--- config.mk ---
export PLATFORM = sky130hd
export DESIGN_NAME = iobus_framer
export DESIGN_NICKNAME = d
export VERILOG_FILES = /design/src/rtl/iobus_pkg.sv /design/src/rtl/iobus_slot_decoder.sv /design/src/rtl/iobus_framer.sv
export SDC_FILE = /design/constraint.sdc
export NUM_CORES = 1
export LEC_CHECK = 0
export ABC_AREA = 0
export CAP_MARGIN = 20
export CORE_MARGIN = 2
export CORE_UTILIZATION = 44
export CTS_BUF_LIST = sky130_fd_sc_hd__clkbuf_4 sky130_fd_sc_hd__clkbuf_8
export DETAILED_ROUTE_END_ITERATION = 16
export HOLD_SLACK_MARGIN = 0.03
export PLACE_DENSITY = 0.78
export SYNTH_ARGS = -nofsm -noshare
export SYNTH_HDL_FRONTEND = slang
export SYNTH_SLANG_ARGS = --single-unit
--- constraint.sdc ---
create_clock -name iClk -period 1.95 [get_ports iClk]
set_clock_uncertainty 0.15 [all_clocks]
set_input_delay 0.195 -clock iClk [delete_from_list [all_inputs] [get_ports iClk]]
set_output_delay 0.195 -clock iClk [all_outputs]
set_load 0.03 [all_outputs]
--- src/rtl/iobus_pkg.sv ---
// iobus_pkg: shared types and field helpers for the host-bus framer.
//   state_t          framer states (IDLE / SHIFT / ACCESS)
//   ERR/TMO/OVR      status bit offsets, counted down from the response MSB
//   writePos/addrLsb command-word field positions
//   statusPos        absolute position of a status bit in a response word
package iobus_pkg;

    typedef enum logic [1:0] {
        IDLE   = 2'd0,
        SHIFT  = 2'd1,
        ACCESS = 2'd2
    } state_t;

    // Status flags sit in the top three bits of the response word.
    localparam int ERR = 1;
    localparam int TMO = 2;
    localparam int OVR = 3;

    function automatic int statusPos(input int wordW, input int ofs);
        return wordW - ofs;
    endfunction

    function automatic int writePos(input int wordW);
        return wordW - 1;
    endfunction

    function automatic int addrLsb(input int dataW);
        return dataW;
    endfunction

endpackage

--- src/rtl/iobus_slot_decoder.sv ---
// iobus_slot_decoder: maps a peripheral address to its slot page.
//   addr        in   ADDR_W   peripheral address
//   slotOneHot  out  N_SLOTS  one-hot slot select, all zero when unmapped
//   slotIdx     out  SLOT_W   binary slot index (low bits of the page)
//   mapped      out  1        page number is below N_SLOTS
// Purely combinational.
module iobus_slot_decoder
    import iobus_pkg::*;
#(
    parameter int ADDR_W     = 15,
    parameter int SLOT_SHIFT = 8,
    parameter int N_SLOTS    = 4,
    parameter int SLOT_W     = 2
) (
    input  logic [ADDR_W-1:0]  addr,
    output logic [N_SLOTS-1:0] slotOneHot,
    output logic [SLOT_W-1:0]  slotIdx,
    output logic               mapped
);

    logic [ADDR_W-1:0] page;

    always_comb begin
        page       = addr >> SLOT_SHIFT;
        mapped     = (page < ADDR_W'(N_SLOTS));
        slotIdx    = page[SLOT_W-1:0];
        slotOneHot = '0;
        for (int s = 0; s < N_SLOTS; s++) begin
            slotOneHot[s] = mapped && (page == ADDR_W'(s));
        end
    end

endmodule

--- src/rtl/iobus_framer.sv ---
// iobus_framer: byte-serial host-bus front end for the peripheral pages.
// Assembles a command word from LANE_W-bit beats, decodes its address to a
// slot, runs a req/ack access with timeout and serialises the result of that
// access on MISO during the following frame.
//   iClk, iRst    clock, synchronous active-high reset
//   iSelect       beat strobe; iBusMOSI beat data, lane 0 first
//   oBusMISO      response lane for the beat being presented
//   oBusy         high while an access is in progress
//   oFrameAbort   one-cycle pulse after a frame is cut short
//   oAddr/oWData/oWrite  latched command fields
//   oReq/iAck     one-hot request / per-slot acknowledge
//   iRData        per-slot read data, slot s at [s*DATA_W +: DATA_W]
module iobus_framer
    import iobus_pkg::*;
#(
    parameter int LANE_W     = 8,
    parameter int WORD_BYTES = 4,
    parameter int ADDR_W     = 15,
    parameter int DATA_W     = 16,
    parameter int SLOT_SHIFT = 8,
    parameter int N_SLOTS    = 4,
    parameter int TIMEOUT    = 64
) (
    input  logic                      iClk,
    input  logic                      iRst,
    input  logic                      iSelect,
    input  logic [LANE_W-1:0]         iBusMOSI,
    output logic [LANE_W-1:0]         oBusMISO,
    output logic                      oBusy,
    output logic                      oFrameAbort,
    output logic [ADDR_W-1:0]         oAddr,
    output logic [DATA_W-1:0]         oWData,
    output logic                      oWrite,
    output logic [N_SLOTS-1:0]        oReq,
    input  logic [N_SLOTS-1:0]        iAck,
    input  logic [N_SLOTS*DATA_W-1:0] iRData
);

    localparam int WORD_W   = LANE_W * WORD_BYTES;
    localparam int CNT_W    = (WORD_BYTES > 1) ? $clog2(WORD_BYTES) : 1;
    localparam int TO_W     = (TIMEOUT > 1) ? $clog2(TIMEOUT) : 1;
    localparam int SLOT_W   = (N_SLOTS > 1) ? $clog2(N_SLOTS) : 1;
    localparam int WR_POS   = writePos(WORD_W);
    localparam int ADDR_LSB = addrLsb(DATA_W);
    localparam int ERR_POS  = statusPos(WORD_W, ERR);
    localparam int TMO_POS  = statusPos(WORD_W, TMO);
    localparam int OVR_POS  = statusPos(WORD_W, OVR);

    if (WORD_W != 1 + ADDR_W + DATA_W) begin : gWidthCheck
        $error("iobus_framer: LANE_W*WORD_BYTES must equal 1+ADDR_W+DATA_W");
    end

    state_t              state, stateNext;
    logic [CNT_W-1:0]    cnt, cntNext;
    logic [TO_W-1:0]     toCnt;
    logic [WORD_W-1:0]   shiftReg, assembled, resp, respNext;
    logic [ADDR_W-1:0]   addrReg;
    logic [DATA_W-1:0]   wdataReg, rdSel;
    logic                writeReg, ovrSeen, abortReg;
    logic                beatTake, cmdLatch, abortNow;
    logic                lastBeat, ackHit, toLast, accessDone;
    logic [LANE_W-1:0]   misoLane;
    logic [N_SLOTS-1:0]  slotOneHot;
    logic [SLOT_W-1:0]   slotIdx;
    logic                mapped;

    iobus_slot_decoder #(
        .ADDR_W     (ADDR_W),
        .SLOT_SHIFT (SLOT_SHIFT),
        .N_SLOTS    (N_SLOTS),
        .SLOT_W     (SLOT_W)
    ) uDecoder (
        .addr       (addrReg),
        .slotOneHot (slotOneHot),
        .slotIdx    (slotIdx),
        .mapped     (mapped)
    );

    // Beat insertion, MISO lane pick and read-data mux, all indexed by
    // small counters so they are written as explicit compare-and-select.
    always_comb begin
        assembled = shiftReg;
        misoLane  = '0;
        for (int i = 0; i < WORD_BYTES; i++) begin
            if (cnt == CNT_W'(i)) begin
                assembled[i*LANE_W +: LANE_W] = iBusMOSI;
                misoLane = resp[i*LANE_W +: LANE_W];
            end
        end
        rdSel = '0;
        for (int s = 0; s < N_SLOTS; s++) begin
            if (slotIdx == SLOT_W'(s)) begin
                rdSel = iRData[s*DATA_W +: DATA_W];
            end
        end
    end

    assign lastBeat   = (cnt == CNT_W'(WORD_BYTES - 1));
    assign ackHit     = |(iAck & slotOneHot);
    assign toLast     = (toCnt == TO_W'(TIMEOUT - 1));
    // Unmapped pages finish on their first cycle; an ack on the final
    // timeout cycle still counts as a normal completion.
    assign accessDone = !mapped || ackHit || toLast;

    always_comb begin
        respNext          = '0;
        respNext[OVR_POS] = ovrSeen | iSelect;
        if (!mapped) begin
            respNext[ERR_POS]      = 1'b1;
            respNext[DATA_W-1:0]   = '1;
        end else if (ackHit) begin
            respNext[DATA_W-1:0]   = writeReg ? '0 : rdSel;
        end else begin
            respNext[ERR_POS]      = 1'b1;
            respNext[TMO_POS]      = 1'b1;
        end
    end

    // Next-state logic. IDLE and SHIFT share the beat path because cnt is
    // always 0 in IDLE, which also covers single-beat frames.
    always_comb begin
        stateNext = state;
        cntNext   = cnt;
        beatTake  = 1'b0;
        cmdLatch  = 1'b0;
        abortNow  = 1'b0;
        case (state)
            IDLE, SHIFT: begin
                if (iSelect) begin
                    beatTake = 1'b1;
                    if (lastBeat) begin
                        cmdLatch  = 1'b1;
                        stateNext = ACCESS;
                        cntNext   = '0;
                    end else begin
                        stateNext = SHIFT;
                        cntNext   = cnt + 1'b1;
                    end
                end else if (state == SHIFT) begin
                    abortNow  = 1'b1;
                    stateNext = IDLE;
                    cntNext   = '0;
                end
            end
            ACCESS: begin
                if (accessDone) begin
                    stateNext = IDLE;
                end
            end
            default: begin
                stateNext = IDLE;
                cntNext   = '0;
            end
        endcase
    end

    always_ff @(posedge iClk) begin
        if (iRst) begin
            state    <= IDLE;
            cnt      <= '0;
            toCnt    <= '0;
            shiftReg <= '0;
            resp     <= '0;
            addrReg  <= '0;
            wdataReg <= '0;
            writeReg <= 1'b0;
            ovrSeen  <= 1'b0;
            abortReg <= 1'b0;
        end else begin
            state    <= stateNext;
            cnt      <= cntNext;
            abortReg <= abortNow;
            if (beatTake) begin
                shiftReg <= assembled;
            end
            if (cmdLatch) begin
                writeReg <= assembled[WR_POS];
                addrReg  <= assembled[WR_POS-1:ADDR_LSB];
                wdataReg <= assembled[DATA_W-1:0];
                toCnt    <= '0;
                ovrSeen  <= 1'b0;
            end else if (state == ACCESS) begin
                toCnt   <= toCnt + 1'b1;
                ovrSeen <= ovrSeen | iSelect;
                if (accessDone) begin
                    resp <= respNext;
                end
            end
        end
    end

    assign oBusMISO    = misoLane;
    assign oBusy       = (state == ACCESS);
    assign oFrameAbort = abortReg;
    assign oAddr       = addrReg;
    assign oWData      = wdataReg;
    assign oWrite      = writeReg;
    assign oReq        = (state == ACCESS) ? slotOneHot : '0;

endmodule

-- After elaboration in Yosys (flattened, before gate mapping)
Index checks and enable logic that the tools add are counted.
- register bits: 95
- output and inout port bits: 46
- $add $sub $neg: 2
- $lt $le $gt $ge: 1
- equality and inequality tests: 14
- muxes and demuxes: 33
- bitwise operators: 5
- reductions and logical operators: 18
- operators with widths (operator ; count):
    2-to-1 mux 16 bit ; 7
    2-to-1 mux 8 bit ; 8
    zero test 15 bit ; 1
    == test 7 x 2 -> 1 bit (second input constant) ; 2
    2-to-1 mux 2 bit ; 7
    == test 2 bit (second input constant) ; 5
    2-to-1 mux 1 bit ; 8
    one-hot mux 2 bit (2 select lines) ; 2
    == test 7 x 1 -> 1 bit (second input constant) ; 1
    less-than comparator 7 x 3 -> 1 bit (second input constant) ; 1
    adder 6 x 1 -> 6 bit (second input constant) ; 1
    == test 2 x 1 -> 1 bit (second input constant) ; 3
    == test 6 bit (second input constant) ; 1
    zero test 2 bit ; 3
    AND 4 bit ; 1
    logical AND 1 bit ; 4
    2-to-1 mux 4 bit ; 1
    AND reduction 2 bit ; 2
    OR reduction 2 bit ; 2
    OR reduction 4 bit ; 1
    inequality test 3 bit (second input constant) ; 1
    inverter 1 bit ; 3
    AND reduction 3 bit ; 1
    OR reduction 3 bit ; 1
    5 further kinds ; 6

-- Depth between registers and ports, before layout
Gate-level depths: netlist of run 1.
- depth in word-level cells: 8
- gate-level depth with buffers: 8
- depth with buffers taken out: 6

-- By module
Synthesis of run 1 repeated with hierarchy kept, for this count alone.
- cells, all modules: 477
- area, all modules: 4282.9 sq um
- by module, submodules not included (module ; instances ; cells each ; area an instance (sq um) ; seq. area each (sq um)):
    iobus_framer ; 1 ; 465 ; 4205.3 ; 1741.7
    iobus_slot_decoder ; 1 ; 12 ; 77.6 ; 0.0

-- Worst setup path before layout of run 1
OpenSTA, ideal clock, no wires.
- path kind: flip-flop to output port
- from: register state[0]
- to: output port oReq[2]
- arrival: 2047 ps
- data required time: 1605 ps
- slack: -442 ps
- stages on the path, launching flop included: 6
- cell sequence: dfxtp_1 -> nand2b_1 -> inv_2 -> buf_1 -> nand2_1 -> nor3b_1
- cells in the longest elaborated chain, start to end: 2
- ends and longest elaborated chain (what ; RTL line ; text):
    from (decl) ; iobus_framer.sv:53 ; state_t state, stateNext;
    from (signal assigned) ; iobus_framer.sv:170 ; state <= stateNext;
    == test 2 bit ; -- ;
    via oBusy ; iobus_framer.sv:29 ; output logic oBusy,
    2-to-1 mux 4 bit ; iobus_framer.sv:198 ; assign oReq = (state == ACCESS) ? slotOneHot : '0;
    to (decl) ; iobus_framer.sv:34 ; output logic [N_SLOTS-1:0] oReq,
The timed path passes the listed nets, and every way through them passes these cells.

-- Final worst setup path of run 1
- from: register addrReg[11], in the netlist oAddr[11]
- to: register resp[12]
- cells in the longest elaborated chain, start to end: 7
- elaborated cells between the ends (all ways): 17
- those cells by class: 1 x order compare; 3 x eq/ne; 2 x mux; 1 x bitwise; 10 x reduce/logical
- ends and longest elaborated chain (what ; RTL line ; text):
    from (decl) ; iobus_framer.sv:57 ; logic [ADDR_W-1:0] addrReg;
    from (signal assigned) ; iobus_framer.sv:178 ; addrReg <= assembled[WR_POS-1:ADDR_LSB];
    less-than comparator 7 x 3 -> 1 bit, or another cell as far along ; iobus_slot_decoder.sv:25 ; mapped = (page < ADDR_W'(N_SLOTS));
    logical AND 1 bit ; iobus_slot_decoder.sv:29 ; slotOneHot[s] = mapped && (page == ADDR_W'(s));
    AND 4 bit ; iobus_framer.sv:99 ; assign ackHit = |(iAck & slotOneHot);
    OR reduction 4 bit ; iobus_framer.sv:99 ;
    logical OR 1 bit (2 in series) ; iobus_framer.sv:103 ; assign accessDone = !mapped || ackHit || toLast;
    AND reduction 3 bit (no source line) ; -- ;
    to (signal assigned) ; iobus_framer.sv:186 ; resp <= respNext;
    to (decl) ; iobus_framer.sv:56 ; logic [WORD_W-1:0] shiftReg, assembled, resp, respNext;
Parallel ways exist; a longest one is shown, timed or not.
A chain may end at the register's enable or synchronous reset.

==> flow_summary.toml, run 1 <==
[yosys]
ys_ff_latch = 87
yosysUniqueCellTypes = 37
ys_seq_area_frac = 0.4122
synthFlopType = "dfxtp_1"
synth_area_mm2 = 0.004225
synth-edff-count = 0
synth_area_per_cell_um2 = 8.712
ys_warn_count = 0
syn_nets = 569
synth-async-reset-ratio = 0
syn_inst = 485

[sta]
layout_setup_ws_ps = -303.6
fin_crit_sh = 1.156
tightest_slew_ps = 490.3
min_period_ps = 2254
max_clock_freq_mhz = 443.7
rsz0062_at_grt = "true"
setup_viol = 24
relSlewSlack = 0.6727
hold_viol = 0
slew_violations = 0

[die]
die_area_mm2 = 0.01040
core_area_mm2 = 0.009284
chipWidth_um = 102.0
die_y_um = 102.0
io_pins = 125
row_count = 35
initial_utilization = 0.4551

[worst_setup_path]
r2r_slack_ps = -300
arrival_ps = 2410
start_kind = "flop"
path_class = "reg2reg"
crit_path_end_kind = "flop"
rr_endpoint = "resp[12]"
r2r_start = "oAddr[11]"
crit_start = "oAddr[11]"
crit_path_end = "resp[12]"
worst-path-max-fanout = 8
cp.required_ps = 2110
rr_worst_depth = 5

[placed_design]
dpl.cell_count = 724
routabilityCongestion = 0.7901
port_buffers = 124
hpwl_mm = 8.329

[global_route]
grt_max_degree = 36
use_met3 = 0.03146
grt_use_met2 = 0.4119
overflow = 0
grt_pass1_vias = 4058
grt_pass1_wl_mm = 19.97
busiest_layer = "met2"
track_usage = 0.2416
grtUsageMet1 = 0.3191
antenna_found_initial = 0

[run_status]
status = "finished, violations left"
violations = "negative setup slack"

[finish]
nNetsFinal = 697
antenna_cells = 0
final_util = 0.6822
drive_gt1_frac = 0.2492
syn2layout_area_growth_pct = 49.90
finalNonFillerCells = 747

[flow_run]
drv_cap = 0

[clock_network]
cts_buffer_depth = 2
clkTransAtPathRegs_ps = 100
clk_latency_ps = 350
cts-root-buf = "clkbuf_8"
cts_tree = "built"
numCtsBuffers = 9
cts-htree-levels = 3
cts.sinks = 87
postCtsHoldBufs = 0

[drt]
drc = 0
drtPass1Iterations = 5
via_per_inst = 5.588
finalWirelength_mm = 12.58
vias = 4174
ant_nets = 0
routedWlPerCell_um = 16.84
drt_iter0_drc = 167

[min_path]
holdPathStages = 2
worst_hold_path_type = "in2reg"

[power]
power.density_mw_per_mm2 = 575.7
ir_drop_mv = 0.3481
power_leakage_nw = 2.203
-- placed cells by master (no fill, tap or decap), types with 3 or more instances in the layout --
cell type / count
mux2i_1: 24
dfxtp_4: 4
clkdlybuf4s50_1: 107
clkbuf_8: 11
buf_12: 4
mux4_2: 17
nor2_1: 65
a211oi_1: 25
nor2_4: 10
xor2_1: 4
a21oi_4: 8
nand2_1: 62
nor2b_1: 15
buf_6: 13
nor2_2: 5
ha_4: 3
dfxtp_1: 81
o21ai_4: 3
o221a_2: 16
a21oi_1: 39
nand3_1: 25
buf_4: 28
-- power by group --
part / switching [mW] / internal, mW / leakage [nW]
Combinational: 0.282 / 0.312 / 1.40
Clock: 0.679 / 0.545 / 0.100
Sequential: 0.0220 / 1.81 / 0.708
-- cells in the mapped netlist, types with 3 or more instances --
| master | instances | area share |
|---|---|---|
| mux2i_1 | 24 | 0.057 |
| clkbuf_1 | 26 | 0.023 |
| o221a_2 | 16 | 0.043 |
| nor2_1 | 80 | 0.071 |
| ha_1 | 5 | 0.015 |
| nor3_1 | 5 | 0.0059 |
| nor2b_1 | 17 | 0.025 |
| a21oi_1 | 47 | 0.056 |
| a211oi_1 | 25 | 0.044 |
| and3_1 | 3 | 0.0044 |
| dfxtp_1 | 87 | 0.41 |
| o21ai_0 | 4 | 0.0047 |
| nand3_1 | 25 | 0.030 |
| xor2_1 | 4 | 0.0083 |
| inv_1 | 3 | 0.0027 |
| buf_1 | 10 | 0.0089 |
| nand2_1 | 63 | 0.056 |
| mux4_2 | 17 | 0.091 |
-- worst min path at each step --
stage	from	endpoint
2_1_floorplan	iSelect	oFrameAbort
3_3_place_gp	shiftReg[11]	shiftReg[11]
3_5_place_dp	shiftReg[10]	shiftReg[10]
4_1_cts	iRst	state[1]
5_1_grt	iRst	state[1]
6_report	iRst	state[1]
-- layout make-up --
type	count	area, um2
fill	729	2950
clock inverter	5	40.04
inverter	4	20.02
timing repair buffer	156	1558
multi-input combinational	355	2644
sequential	87	1759
tap	129	161.4
clock buffer	11	151.4
-- what timing repair did --
item                                    CTS  global route
cloned                                    2             0
gates resized for setup                  60            18
buffers inserted                          4             1
endpoints found under the setup margin   29            31
pin swaps                                11            11
-- state kept, by name (all words and copies together) (netlist names) --
signal / count
cnt: 2
oAddr: 15
oFrameAbort: 1
oWData: 16
oWrite: 1
ovrSeen: 1
resp: 19
shiftReg: 24
state: 2
toCnt: 6
-- critical path: stages (launching register included) --
cell and delay, ps:
dfxtp_4 350, or4_4 590, buf_4 180, or4b_4 570, nor2b_1 180, o221a_2 210
-- cells by family (layout without fill, tap and decap cells) --
family                     Yosys count  in the layout  share of synthesized area
and+or+nand+nor                    205            206                     0.2141
AOI/OAI and AO/OA                   98             98                     0.1587
DFF                                 87             87                     0.4122
buffers and inverters               44            176                    0.04234
muxes                               41             41                     0.1475
adders and majority gates            5              5                    0.01481
xor gates and xnor gates             5              5                    0.01036
-- stage by stage --
stage	setup TNS (ps)	total power, mW	hold WS (ps)	cell area [um2]	setup WS, ps
6_report	-5093	3.646	135.6	6334	-303.6
2_1_floorplan	-1437	2.134	124.3	4339	-131.5
3_3_place_gp	-3179	2.379	290.8	5766	-197.5
5_1_grt	-6072	3.778	159.2	6334	-332.4
4_1_cts	-4590	3.630	117.0	6271	-246.3
3_5_place_dp	-3991	2.392	297.7	5766	-250.3
-- layer usage --
layer / vias up / part of all wire
met3: 28 / 0.056
met2: 169 / 0.50
met1: 2001 / 0.42
met5: - / 0
li1: 1976 / -
met4: 0 / 0.024
(Power assumes the default switching activity.)
==> inputs of run 2 (changes only) <==
--- a/config.mk
+++ b/config.mk
@@ -13,6 +13,7 @@
 export DETAILED_ROUTE_END_ITERATION = 16
 export HOLD_SLACK_MARGIN = 0.03
 export PLACE_DENSITY = 0.78
+export SKIP_LAST_GASP = 1
 export SYNTH_ARGS = -nofsm -noshare
 export SYNTH_HDL_FRONTEND = slang
 export SYNTH_SLANG_ARGS = --single-unit
==> flow_summary.toml, run 2 (same netlist as run 1, synthesis figures left out) <==
[worst_setup_path]
arrival_ps = 2350
cpMaxStageDelayCell = "or4_4"
slowest_delay_ps = 580
path_class = "reg2reg"
critPathBufInv = 1
worst-path-max-fanout = 8
crit_path_end_kind = "flop"
crit_chain = "or4_4, buf_4, or4b_4, nor2b_1, o221a_2"
cp.required_ps = 2090
start_kind = "flop"
crit_family = "simple AND/OR/NAND/NOR gates"

[global_route]
grt_pass1_wl_mm = 19.89
track_usage = 0.2411
overflow = 0
grt_max_degree = 36
antenna_found_initial = 0
grt_pass1_vias = 4044

[power]
ir_drop_mv = 0.3531
power_leakage_nw = 2.201
power_frac_comb = 0.164
power.net_switching_uw = 973.8
power.density_mw_per_mm2 = 574.5
p_clk_frac = 0.333
p_seq_frac = 0.502
p_sw_frac = 0.2676
p_int_mw = 2.665

[finish]
regMostFlops = "shiftReg"
drive_gt1_frac = 0.2536
finalNonFillerCells = 748
syn2layout_area_growth_pct = 49.90
layout_commonest_cell = "clkdlybuf4s50_1"
largest_reg_flops = 24
final_cell_mix = "clkdlybuf4s50_1, dfxtp_1, nor2_1"
fillCellCount = 725
antenna_cells = 0
nNetsFinal = 698

[sta]
setup_viol = 24
min_period_ps = 2204
relSlewSlack = 0.6705
slew_violations = 0
layout_setup_ws_ps = -254.3
max_clock_freq_mhz = 453.7
tightest_slew_ps = 494.3
hold_viol = 0
setup-tns-final_ps = -4681
fin_crit_sh = 1.130
rsz0062_at_grt = "true"
whs_ps = 148.0

[drt]
ant_nets = 0
drt_iter0_drc = 206
drtPass1Iterations = 5
routedWlPerCell_um = 17.00
via_per_inst = 5.584
finalWirelength_mm = 12.71
vias = 4177
drc = 0

[die]
core_area_mm2 = 0.009284
row_count = 35
chipWidth_um = 102.0
die_area_mm2 = 0.01040
io_pins = 125
die_y_um = 102.0
initial_utilization = 0.4551

[clock_network]
cts_buffer_depth = 2
cts.sinks = 87
clkTransAtPathRegs_ps = 90
clk_latency_ps = 350
cts_tree = "built"
cts-root-buf = "clkbuf_8"
cts-htree-levels = 3
numCtsBuffers = 9
postCtsHoldBufs = 0

[run_status]
violations = "negative setup slack"
status = "finished, violations left"

[placed_design]
port_buffers = 124
hpwl_mm = 8.329
routabilityCongestion = 0.7901
dpl.cell_count = 724

[min_path]
worst_hold_path_type = "in2reg"

[flow_run]
drv_cap = 0
## run 2: changes by cell type in the layout (fill, tap and decap cells not counted), sizes merged
cell / delta
dlygate4sd2: -1
clkdlybuf4s50: +1
buf: +1
## run 2: final cells by class
type,instances,area [um2],area share
multi-input cells,355,2634,0.4158
flip-flops and latches,87,1760,0.2780
repair buffers,157,1567,0.2473
well taps,129,161.4,0.02548
clock buffers,11,151.4,0.02390
clock inverters,5,40.04,0.006322
inverters,4,20.02,0.003161
## run 2: worst reg2reg max path: cells and delay by family (launching register included)
kind | cells | cell delay, ps
compound gates | 1 | 200
flops | 1 | 330
buf+inv | 1 | 170
simple gates | 3 | 1310
## run 2: layer usage
metal,GRT usage,up-vias,share of wire
li1,-,1983,-
met1,0.3239,1998,0.42
met2,0.4023,171,0.50
met3,0.03146,25,0.052
met4,0.08308,0,0.025
met5,0,-,0
## run 2: power by group through the flow
stage          combinational (mW)  sequential, mW  clock [mW]
2_1_floorplan               0.255            1.88           0
3_3_place_gp                0.515            1.86           0
3_5_place_dp                0.526            1.87           0
4_1_cts                     0.575            1.83        1.22
5_1_grt                     0.638            1.83        1.30
6_report                    0.598            1.83        1.21
## run 2: stage by stage
step | instance area [um2] | setup WS (ps) | power [mW] | utilization
4_1_cts | 6223 | -254.4 | 3.627 | 0.6704
6_report | 6334 | -254.3 | 3.639 | 0.6822
3_5_place_dp | 5766 | -250.3 | 2.392 | 0.6210
5_1_grt | 6334 | -327.8 | 3.769 | 0.6822
2_1_floorplan | 4339 | -131.5 | 2.134 | -
3_3_place_gp | 5766 | -197.5 | 2.379 | 0.6210
## run 2: worst paths after layout
path / cells after the start / slack (ps) / to / from
min: 2 / 150 / state[1] / iRst
max: 5 / -250 / resp[11] / oAddr[13]
min reg2reg: 2 / 310 / shiftReg[1] / shiftReg[1]
max reg2reg: 5 / -250 / resp[11] / oAddr[13]
## run 2: what timing repair did
item | 4_1_cts | 5_1_grt
pin swaps | 6 | 14
setup endpoints to repair | 29 | 32
setup buffers | 4 | 2
gates resized for setup | 49 | 28
gates cloned | 2 | 0
